`src/rtl/ula_control_fsm.sv`:
```
// Multi-cycle control unit for the 16-bit ULA datapath. It fetches and decodes an instruction,
// then sequences the register file, A/G registers, ULA and memory interface over T0..T5.
module ula_control_fsm #(
  parameter int PC_REG = 7,
  parameter int NREG   = 8
) (
  input  logic            Clock,
  input  logic            Reset,
  input  logic            Run,
  input  logic [15:0]     DIN,
  input  logic            z_flag,
  output logic [15:0]     IR,
  output logic [NREG-1:0] R_in,
  output logic [NREG-1:0] R_out,
  output logic            A_in,
  output logic            G_in,
  output logic            G_out,
  output logic            DIN_out,
  output logic [1:0]      ALU,
  output logic            shift_in,
  output logic            ADDR_in,
  output logic            DOUT_in,
  output logic            W_D,
  output logic            incr_pc,
  output logic            Z,
  output logic            Done
);

  typedef enum logic [2:0] {IDLE, T0, T1, T2, T3, T4, T5} state_t;

  localparam logic [2:0] OP_MV   = 3'b000;
  localparam logic [2:0] OP_MVI  = 3'b001;
  localparam logic [2:0] OP_ADD  = 3'b010;
  localparam logic [2:0] OP_SUB  = 3'b011;
  localparam logic [2:0] OP_LD   = 3'b100;
  localparam logic [2:0] OP_ST   = 3'b101;
  localparam logic [2:0] OP_MVNZ = 3'b110;
  localparam logic [2:0] OP_AND  = 3'b111;

  localparam logic [1:0] ALU_ADD = 2'b00;
  localparam logic [1:0] ALU_SUB = 2'b01;
  localparam logic [1:0] ALU_AND = 2'b10;

  state_t     state;
  logic [2:0] opcode;
  logic [2:0] rx;
  logic [2:0] ry;
  logic       shift_sel;

  assign opcode    = IR[15:13];
  assign rx        = IR[12:10];
  assign ry        = IR[9:7];
  assign shift_sel = IR[6];

  function automatic logic [NREG-1:0] onehot(input logic [2:0] idx);
    logic [NREG-1:0] v;
    v      = '0;
    v[idx] = 1'b1;
    return v;
  endfunction

  // State, instruction register and latched zero flag
  always_ff @(posedge Clock) begin
    if (Reset) begin
      state <= IDLE;
      IR    <= '0;
      Z     <= 1'b0;
    end else begin
      case (state)
        IDLE: if (Run) state <= T0;
        T0:   state <= T1;
        T1:   state <= T2;
        T2: begin
          state <= T3;
          IR    <= DIN;
        end
        T3, T4, T5: begin
          if (Done)             state <= Run ? T0 : IDLE;
          else if (state == T3) state <= T4;
          else if (state == T4) state <= T5;
          else                  state <= IDLE;
        end
        default: state <= IDLE;
      endcase
      // Only ALU-type steps load G, so only they refresh the zero flag
      if (G_in) Z <= z_flag;
    end
  end

  // Control decode from current step and instruction
  always_comb begin
    R_in     = '0;
    R_out    = '0;
    A_in     = 1'b0;
    G_in     = 1'b0;
    G_out    = 1'b0;
    DIN_out  = 1'b0;
    ALU      = ALU_ADD;
    shift_in = 1'b0;
    ADDR_in  = 1'b0;
    DOUT_in  = 1'b0;
    W_D      = 1'b0;
    incr_pc  = 1'b0;
    Done     = 1'b0;
    case (state)
      T0: begin
        R_out[PC_REG] = 1'b1;
        ADDR_in       = 1'b1;
        incr_pc       = 1'b1;
      end
      T3: begin
        case (opcode)
          OP_MV: begin
            R_out = onehot(ry);
            R_in  = onehot(rx);
            Done  = 1'b1;
          end
          OP_MVI: begin
            R_out[PC_REG] = 1'b1;
            ADDR_in       = 1'b1;
            incr_pc       = 1'b1;
          end
          OP_ADD, OP_SUB, OP_AND: begin
            R_out = onehot(rx);
            A_in  = 1'b1;
          end
          OP_LD, OP_ST: begin
            R_out   = onehot(ry);
            ADDR_in = 1'b1;
          end
          OP_MVNZ: begin
            if (!Z) begin
              R_out = onehot(ry);
              R_in  = onehot(rx);
            end
            Done = 1'b1;
          end
          default: ;
        endcase
      end
      T4: begin
        case (opcode)
          OP_ADD: begin
            R_out = onehot(ry);
            G_in  = 1'b1;
            ALU   = ALU_ADD;
          end
          OP_SUB: begin
            R_out = onehot(ry);
            G_in  = 1'b1;
            ALU   = ALU_SUB;
          end
          OP_AND: begin
            R_out    = onehot(ry);
            G_in     = 1'b1;
            ALU      = ALU_AND;
            shift_in = shift_sel;
          end
          OP_ST: begin
            R_out   = onehot(rx);
            DOUT_in = 1'b1;
            W_D     = 1'b1;
            Done    = 1'b1;
          end
          default: ;
        endcase
      end
      T5: begin
        case (opcode)
          OP_MVI, OP_LD: begin
            DIN_out = 1'b1;
            R_in    = onehot(rx);
            Done    = 1'b1;
          end
          OP_ADD, OP_SUB, OP_AND: begin
            G_out = 1'b1;
            R_in  = onehot(rx);
            Done  = 1'b1;
          end
          default: ;
        endcase
      end
      default: ;
    endcase
  end

endmodule

```
`config.mk`:
```
export PLATFORM = sky130hd
export DESIGN_NAME = ula_control_fsm
export DESIGN_NICKNAME = d
export VERILOG_FILES = /design/src/rtl/ula_control_fsm.sv
export SDC_FILE = /design/constraint.sdc
export NUM_CORES = 1
export LEC_CHECK = 0
export ABC_AREA = 1
export BUFFER_PORTS_ARGS = -buffer_cell sky130_fd_sc_hd__clkbuf_2
export CORE_UTILIZATION = 45
export DETAILED_ROUTE_END_ITERATION = 10
export PLACE_DENSITY = 0.9
export REMOVE_ABC_BUFFERS = 1
export SYNTH_ARGS = -nofsm -noshare
export SYNTH_HDL_FRONTEND = slang
export SYNTH_SLANG_ARGS = --single-unit
```
`constraint.sdc`:
```
create_clock -name Clock -period 1.7 [get_ports Clock]
set_clock_uncertainty 0.15 [all_clocks]
set_input_delay 0.17 -clock Clock [delete_from_list [all_inputs] [get_ports Clock]]
set_output_delay 0.17 -clock Clock [all_outputs]
set_load 0.01 [all_outputs]
```
---- After elaboration in Yosys (flattened, before gate mapping) ----
Cells that the tools add are included.
word-level totals
  logic and storage cells ................. 71
  register bits ........................... 20
  output and inout bits ................... 45
cells by class
  reductions and logical operators ........ 11
  multiplexer cells ....................... 39
  equality and inequality tests ........... 14
  order comparisons ....................... 4
operators with widths
  cell                                                         number
  case mux 8 bit (2 select lines)                              3
  two-way mux 8 bit                                            3
  equality test 3 bit (second input constant)                  7
  case mux 7 bit (3 select lines)                              1
  two-way mux 1 bit                                            17
  case mux 3 bit (5 select lines)                              1
  case mux 7 bit (2 select lines)                              1
  equality test 3 x 2 -> 1 bit (second input constant)         4
  two-way mux 3 bit                                            4
  OR reduction 3 bit                                           4
  less-than comparator 3 x 4 -> 1 bit (second input constant)  2
  demux 1 bit (select 3 bit)                                   2
  equality test 3 x 1 -> 1 bit (second input constant)         2
  >= comparator 3 x 1 -> 1 bit (second input constant)         2
  zero test 3 bit                                              2
  case mux 1 bit (3 select lines)                              2
  OR reduction 5 bit                                           1
  case mux 1 bit (2 select lines)                              2
  case mux 1 bit (4 select lines)                              1
  case mux 2 bit (2 select lines)                              1
  OR reduction 2 bit                                           2
  logical AND 1 bit                                            2
  two-way mux 2 bit                                            1
  != test 2 bit (second input constant)                        1

---- Depth between registers and ports, before layout ----
Gate-level depths: netlist (run 1).
  depth after elaboration ................. 7
  gate-level depth with buffers ........... 10
  depth with buffers taken out ............ 10

---- Worst setup path before layout (run 1) ----
No wires, ideal clock.
  path type ............................... register to output
  from .................................... register IR[15]
  to ...................................... output R_out[7]
  stages on the path, launching flop included .. 7
  path slack .............................. 0.096 ns
  path buffers ............................ 1
  data arrival time ....................... 1.284 ns
  path through ............................ dfxtp_1 -> buf_2 -> inv_1 -> nand3_1 -> o21ai_0 -> a31oi_1 -> o211ai_1
between the ends
  word-level cells in the longest chain between the ends .. 4
  elaborated cells between the ends (all ways) .. 13
ends and longest elaborated chain
  what                                                                                line      source
  start: declaration                                                                  12        output logic [15:0] IR,
  start signal: assignment                                                            66        IR <= '0;
  start signal: assignment                                                            75        IR <= DIN;
  equality test 3 bit (tied with other cells)                                         112       case (opcode)
  OR reduction 3 bit (no line)                                                        n/a
  case mux 1 bit (4 select lines) or case mux 8 bit (2 select lines) (tied branches)  112, 142
  case mux 1 bit (3 select lines) (*)                                                 105       case (state)
  end: declaration                                                                    14        output logic [NREG-1:0] R_out,
Every way passes the cells marked *; elsewhere a longest branch is shown, timed or not.

---- Worst setup path in the final report (run 1) ----
  from .................................... register IR[15]
  to ...................................... output R_out[1]
between the ends
  word-level cells in the longest chain between the ends .. 4
  elaborated cells between the ends (all ways) .. 12
ends and longest elaborated chain
  what                                                                                line
  equality test 3 bit (tied with other cells)                                         112
  OR reduction 3 bit (no line)                                                        n/a
  case mux 7 bit (3 select lines) or case mux 8 bit (2 select lines) (tied branches)  112, 142
  case mux 7 bit (2 select lines) (*)                                                 105
Marked as above.

==> flow_summary.json, run 1 <==
{
  "num_rows": 19,
  "p_total_uw": 1460,
  "core_sq_mm": 0.00273,
  "drive_gt1_frac": 0.519,
  "antenna_cells": 0,
  "grt_max_degree": 27,
  "critPathCaptureType": "output pin",
  "io_buffers": 64,
  "cts_tree": "done",
  "dr.pass1.iters": 6,
  "syn_area_sq_mm": 0.00129,
  "r2r-start": "IR[15]",
  "final-setup-viol-count": 25,
  "ant_nets": 0,
  "violations": "negative setup slack",
  "area_growth_pct": 76.7,
  "path_buf_inv": 4,
  "ioPinCount": 65,
  "die_area_sq_mm": 0.00309,
  "stdcell_area_sq_mm": 0.00228,
  "grt_pass1_wl_microns": 7630,
  "ys_seq_area_frac": 0.310,
  "p_leak_uw": 0.00101,
  "clockBufferDepth": 2,
  "cp_slowest_cell": "dfxtp_4",
  "synth-seq-cells": 20,
  "rr_endpoint": "state[0]",
  "endpoint": "R_out[1]",
  "final_cell_mix": "clkbuf_2 (48), nor2_1 (24), buf_4 (20)",
  "final_nets": 318,
  "crit_required_ns": 1.38,
  "cp-start-kind": "register",
  "die_x_microns": 55.6,
  "drv_slew": 0,
  "crit_type": "reg2out",
  "cts.clk_slew.worst_paths_ns": 0.13,
  "power.density_mw_per_mm2": 641,
  "critPathMaxFanout": 4,
  "netlist_instances": 193,
  "worst_pin_slew_ns": 0.473,
  "drc_errors": 0,
  "grtUsageTotal": 0.310,
  "rsz0062_at_grt": "true",
  "p_sw_uw": 579,
  "num_vias": 2061,
  "drv_cap": 0,
  "clk_latency_ns": 0.31,
  "path_cells": "buf_12, buf_4, nand3_2, buf_6, o22ai_1, nand2_1, nand2_1, buf_2",
  "cts_root_buf": "clkbuf_4",
  "ys_warn_count": 0,
  "dpl.hpwl_microns": 2880,
  "grt_pass1_vias": 1632,
  "drt_iter0_markers": 234,
  "swShare": 0.395,
  "fill_cells": 150,
  "antenna_found_initial": 0,
  "numCtsBuffers": 3,
  "startpoint": "IR[15]",
  "r2r_setup_slack_ns": -0.06,
  "crit_arrival_ns": 1.76,
  "initial_core_util": 0.473,
  "avgRoutedWirePerCell_microns": 18.8,
  "clock_sinks": 20,
  "maxSlewHeadroom": 0.684,
  "worst_hold_path_type": "in2reg",
  "die_y_microns": 55.6,
  "cp_slowest_stage_delay_ns": 0.40,
  "dpl_cell_area_sq_mm": 0.00169,
  "postSynthAreaPerCell_sq_um": 6.70,
  "hold_viol_final": 0,
  "p_seq_frac": 0.395,
  "synth_cell_types": 30,
  "clock_power_share": 0.202,
  "preCtsSetupSlack_ns": -0.0299,
  "max_freq_mhz": 481,
  "htreeDepth": 1,
  "period_share": 1.22,
  "crit_top_cell": "nand2_1",
  "routabilityCongestion": 0.940,
  "reg2reg_depth": 11,
  "timing.final.crit_period_ns": 2.08,
  "grt-ovfl-total": 0,
  "viasPerCell": 6.28,
  "layout_setup_ws_ns": -0.379,
  "layout_commonest_cell": "clkbuf_2",
  "cp.depth": 8,
  "status": "complete, but fails checks",
  "internal_power_uw": 886,
  "p_comb_frac": 0.403,
  "ir_worst_vdd_uv": 728,
  "wl_microns": 6180,
  "worst_path_dominant_cell_family": "buffers and inverters"
}
## flip-flops by register name, summed over array words and instances (netlist names)
| signal | count |
|---|---|
| IR | 16 |
| state | 3 |
| Z | 1 |
## metal layers
layer | up-vias | share of wire | GRT usage
met1 | 922 | 0.35 | 0.401
met3 | 64 | 0.12 | 0.0488
met4 | 0 | 0.080 | 0.139
li1 | 869 | - | -
met2 | 206 | 0.45 | 0.509
met5 | - | 0 | 0
## worst min path at each step
stage | cells past startpoint | end | from | slack [ns]
6_report | 3 | IR[11] | DIN[11] | 0.02
5_1_grt | 3 | IR[14] | DIN[14] | 0.07
4_1_cts | 3 | IR[14] | DIN[14] | 0.002
3_5_place_dp | 2 | state[2] | Reset | 0.23
3_3_place_gp | 2 | state[2] | Reset | 0.21
2_1_floorplan | 1 | state[2] | Reset | 0.09
## area by class of cell
type | instances | area [sq um] | area share
clock buffers | 4 | 36.3 | 0.0159
multi-input cells | 146 | 951 | 0.416
flip-flops and latches | 20 | 425 | 0.186
inverters | 21 | 98.8 | 0.0433
well taps | 31 | 38.8 | 0.0170
repair buffers | 106 | 733 | 0.321
## timing repair
item / CTS / global route
endpoints found under the setup margin: 22 / 29
hold endpoints to repair: 14 / 0
buffers inserted: 10 / 9
gates resized for setup: 38 / 60
pin swaps: 1 / 12
hold buffers: 13 / 0
## cells in the mapped netlist, drive strengths merged
library cell | instances | area share
o211ai | 2 | 0.012
a22oi | 2 | 0.015
nand3 | 20 | 0.095
buf | 5 | 0.031
a21oi | 14 | 0.063
a31oi | 3 | 0.015
nor2 | 36 | 0.12
o21ai | 27 | 0.11
nand2 | 24 | 0.077
nor4 | 1 | 0.0048
nor3b | 1 | 0.0058
dfxtp | 20 | 0.31
nor3 | 6 | 0.027
clkbuf | 1 | 0.0029
inv | 21 | 0.063
o22ai | 10 | 0.048
## worst min-delay path, delay by kind of cell
family                 cells  cell delay [ns]
buffers and inverters      1             0.08
AOI/OAI and AO/OA          2             0.20
## cells by family (layout without fill, tap and decap cells)
family | count (synthesis) | in the layout | share of synthesized area
AOI/OAI and AO/OA | 58 | 58 | 0.263
buffers and inverters | 27 | 131 | 0.0968
DFF | 20 | 20 | 0.310
and+or+nand+nor | 88 | 88 | 0.330
## per-stage QoR
step,hold slack [ns],setup TNS [ns],utilization,instances
after floorplan,0.0891,-0.322,-,187
after global placement,0.215,0,0.618,293
after detailed placement,0.225,-0.0710,0.618,293
after CTS,0.00162,-3.34,0.752,319
after global routing,0.0656,-7.01,0.835,328
final,0.0161,-5.83,0.835,328
## power groups by stage
stage | Clock, uW | Combinational [uW] | Sequential [uW]
2_1_floorplan | 0 | 214 | 576
3_3_place_gp | 0 | 357 | 565
3_5_place_dp | 0 | 366 | 568
4_1_cts | 286 | 453 | 566
5_1_grt | 310 | 613 | 582
6_report | 296 | 590 | 579
Note: power is estimated with default switching activity, not from simulation.
==> run 2: changes to the inputs <==
CELL_PAD_IN_SITES_DETAIL_PLACEMENT = 1   (was default)
CELL_PAD_IN_SITES_GLOBAL_PLACEMENT = 1   (was default)
CORE_UTILIZATION = 30   (was 45)
==> flow_summary.json, run 2 (synthesis gave the netlist of run 1 again) <==
{
  "status": "complete, but fails checks",
  "violations": "negative hold slack, negative setup slack",
  "grt_max_degree": 27,
  "timing.hold.ws_ns": -0.0189,
  "clock_sinks": 20,
  "io_buffers": 64,
  "dpl.hpwl_microns": 3680,
  "crit_type": "reg2out",
  "ir_worst_vdd_uv": 466,
  "antenna_found_initial": 0,
  "timing.final.crit_period_ns": 2.04,
  "routabilityCongestion": 0.861,
  "swShare": 0.396,
  "cts.clk_slew.worst_paths_ns": 0.08,
  "fill_cells": 511,
  "final_cell_mix": "clkbuf_2 (42), nor2_1 (23), buf_4 (22)",
  "drv_slew": 0,
  "cp-start-kind": "register",
  "maxSlewHeadroom": 0.699,
  "wl_microns": 7450,
  "period_share": 1.20,
  "dpl_cell_area_sq_mm": 0.00174,
  "layout_setup_ws_ns": -0.336,
  "top_regs": "IR: 16 flops, state: 3 flops, Z: 1 flops",
  "numCtsBuffers": 3,
  "grt-ovfl-total": 0,
  "p_comb_frac": 0.396,
  "cts_tree": "done",
  "rr_endpoint": "state[0]",
  "die_area_sq_mm": 0.00457,
  "num_vias": 1988,
  "r2r_setup_slack_ns": -0.01,
  "power.density_mw_per_mm2": 634,
  "grt_pass1_wl_microns": 9570,
  "avgRoutedWirePerCell_microns": 21.5,
  "num_rows": 23,
  "dr.pass1.iters": 4,
  "largest_reg_flops": 16,
  "critPathCaptureType": "output pin",
  "r2r-start": "IR[13]",
  "die_x_microns": 67.6,
  "drc_errors": 0,
  "final-setup-viol-count": 25,
  "ant_nets": 0,
  "grtUsageTotal": 0.287,
  "worst_pin_slew_ns": 0.450,
  "p_sw_uw": 598,
  "ioPinCount": 65,
  "cts_root_buf": "clkbuf_8",
  "stdcell_area_sq_mm": 0.00238,
  "initial_core_util": 0.319,
  "antenna_cells": 0,
  "p_leak_uw": 0.00104,
  "htreeDepth": 1,
  "die_y_microns": 67.6,
  "rsz0062_at_grt": "true",
  "clockBufferDepth": 2,
  "startpoint": "IR[15]",
  "area_growth_pct": 84.3,
  "reg2reg_depth": 10,
  "drt_iter0_markers": 118,
  "grt_pass1_vias": 1868,
  "viasPerCell": 5.73,
  "final_nets": 319,
  "p_seq_frac": 0.385,
  "crit_required_ns": 1.38,
  "crit_arrival_ns": 1.72,
  "internal_power_uw": 913,
  "clock_power_share": 0.219,
  "layout_commonest_cell": "clkbuf_2",
  "endpoint": "R_out[6]",
  "max_freq_mhz": 491,
  "regMostFlops": "IR",
  "drive_gt1_frac": 0.579,
  "worst_hold_path_type": "in2reg",
  "core_sq_mm": 0.00406,
  "hold_viol_final": 1,
  "critPathMaxFanout": 4,
  "clk_latency_ns": 0.26,
  "drv_cap": 0
}
==> run 2: power by group through the flow <==
| stage | Sequential, uW | Combinational, uW | Clock, uW |
|---|---|---|---|
| after floorplan | 576 | 214 | 0 |
| after global routing | 585 | 634 | 346 |
| after CTS | 568 | 480 | 333 |
| after global placement | 562 | 382 | 0 |
| after detailed placement | 566 | 398 | 0 |
| final | 581 | 599 | 331 |
==> run 2: repair_timing <==
| item | in CTS | in global routing |
|---|---|---|
| hold buffers | 8 | 0 |
| hold endpoints to repair | 9 | 0 |
| resized for setup | 53 | 64 |
| setup buffers | 9 | 12 |
| pin swaps | 9 | 20 |
| endpoints found under the setup margin | 26 | 26 |
==> run 2: per-layer routing <==
metal | GRT usage | routed length [microns] | vias up
met2 | 0.506 | 3810 | 118
met1 | 0.335 | 2740 | 955
li1 | - | - | 872
met3 | 0.0287 | 522 | 43
met5 | 0 | 0 | -
met4 | 0.154 | 380 | 0
==> run 2: through the flow <==
stage	utilization	power (uW)	setup TNS, ns	std cells	worst slack (ns)
2_1_floorplan	-	790	-0.322	187	-0.0933
3_3_place_gp	0.430	944	0	316	0.0165
3_5_place_dp	0.430	964	-0.127	316	-0.0509
4_1_cts	0.516	1380	-2.26	335	-0.150
5_1_grt	0.587	1570	-5.42	347	-0.336
6_report	0.587	1510	-4.42	347	-0.336
==> run 2: cell type report <==
| type | count | area, sq um | area share |
|---|---|---|---|
| Timing Repair Buffer | 107 | 754 | 0.317 |
| Tap cell | 50 | 62.6 | 0.0263 |
| Inverter | 21 | 98.8 | 0.0415 |
| Clock buffer | 3 | 41.3 | 0.0173 |
| Multi-Input combinational cell | 146 | 1000 | 0.420 |
| Sequential cell | 20 | 425 | 0.179 |
==> run 2: worst min-delay path by stage <==
stage | startpoint | to | slack [ns] | depth (start not counted)
floorplan | Reset | state[2] | 0.09 | 1
global placement | Reset | state[2] | 0.22 | 2
detailed placement | Reset | state[2] | 0.23 | 2
CTS | DIN[3] | IR[3] | 0.003 | 3
global route | DIN[3] | IR[3] | 0.004 | 3
finish | DIN[3] | IR[3] | -0.02 | 3
==> run 2: worst max-delay path: stages (launching register included) <==
cell and delay, ns:
dfxtp_4 0.39, inv_6 0.05, o21ai_4 0.30, nor2_4 0.10
a31oi_2 0.27, o22ai_1 0.15, buf_2 0.17
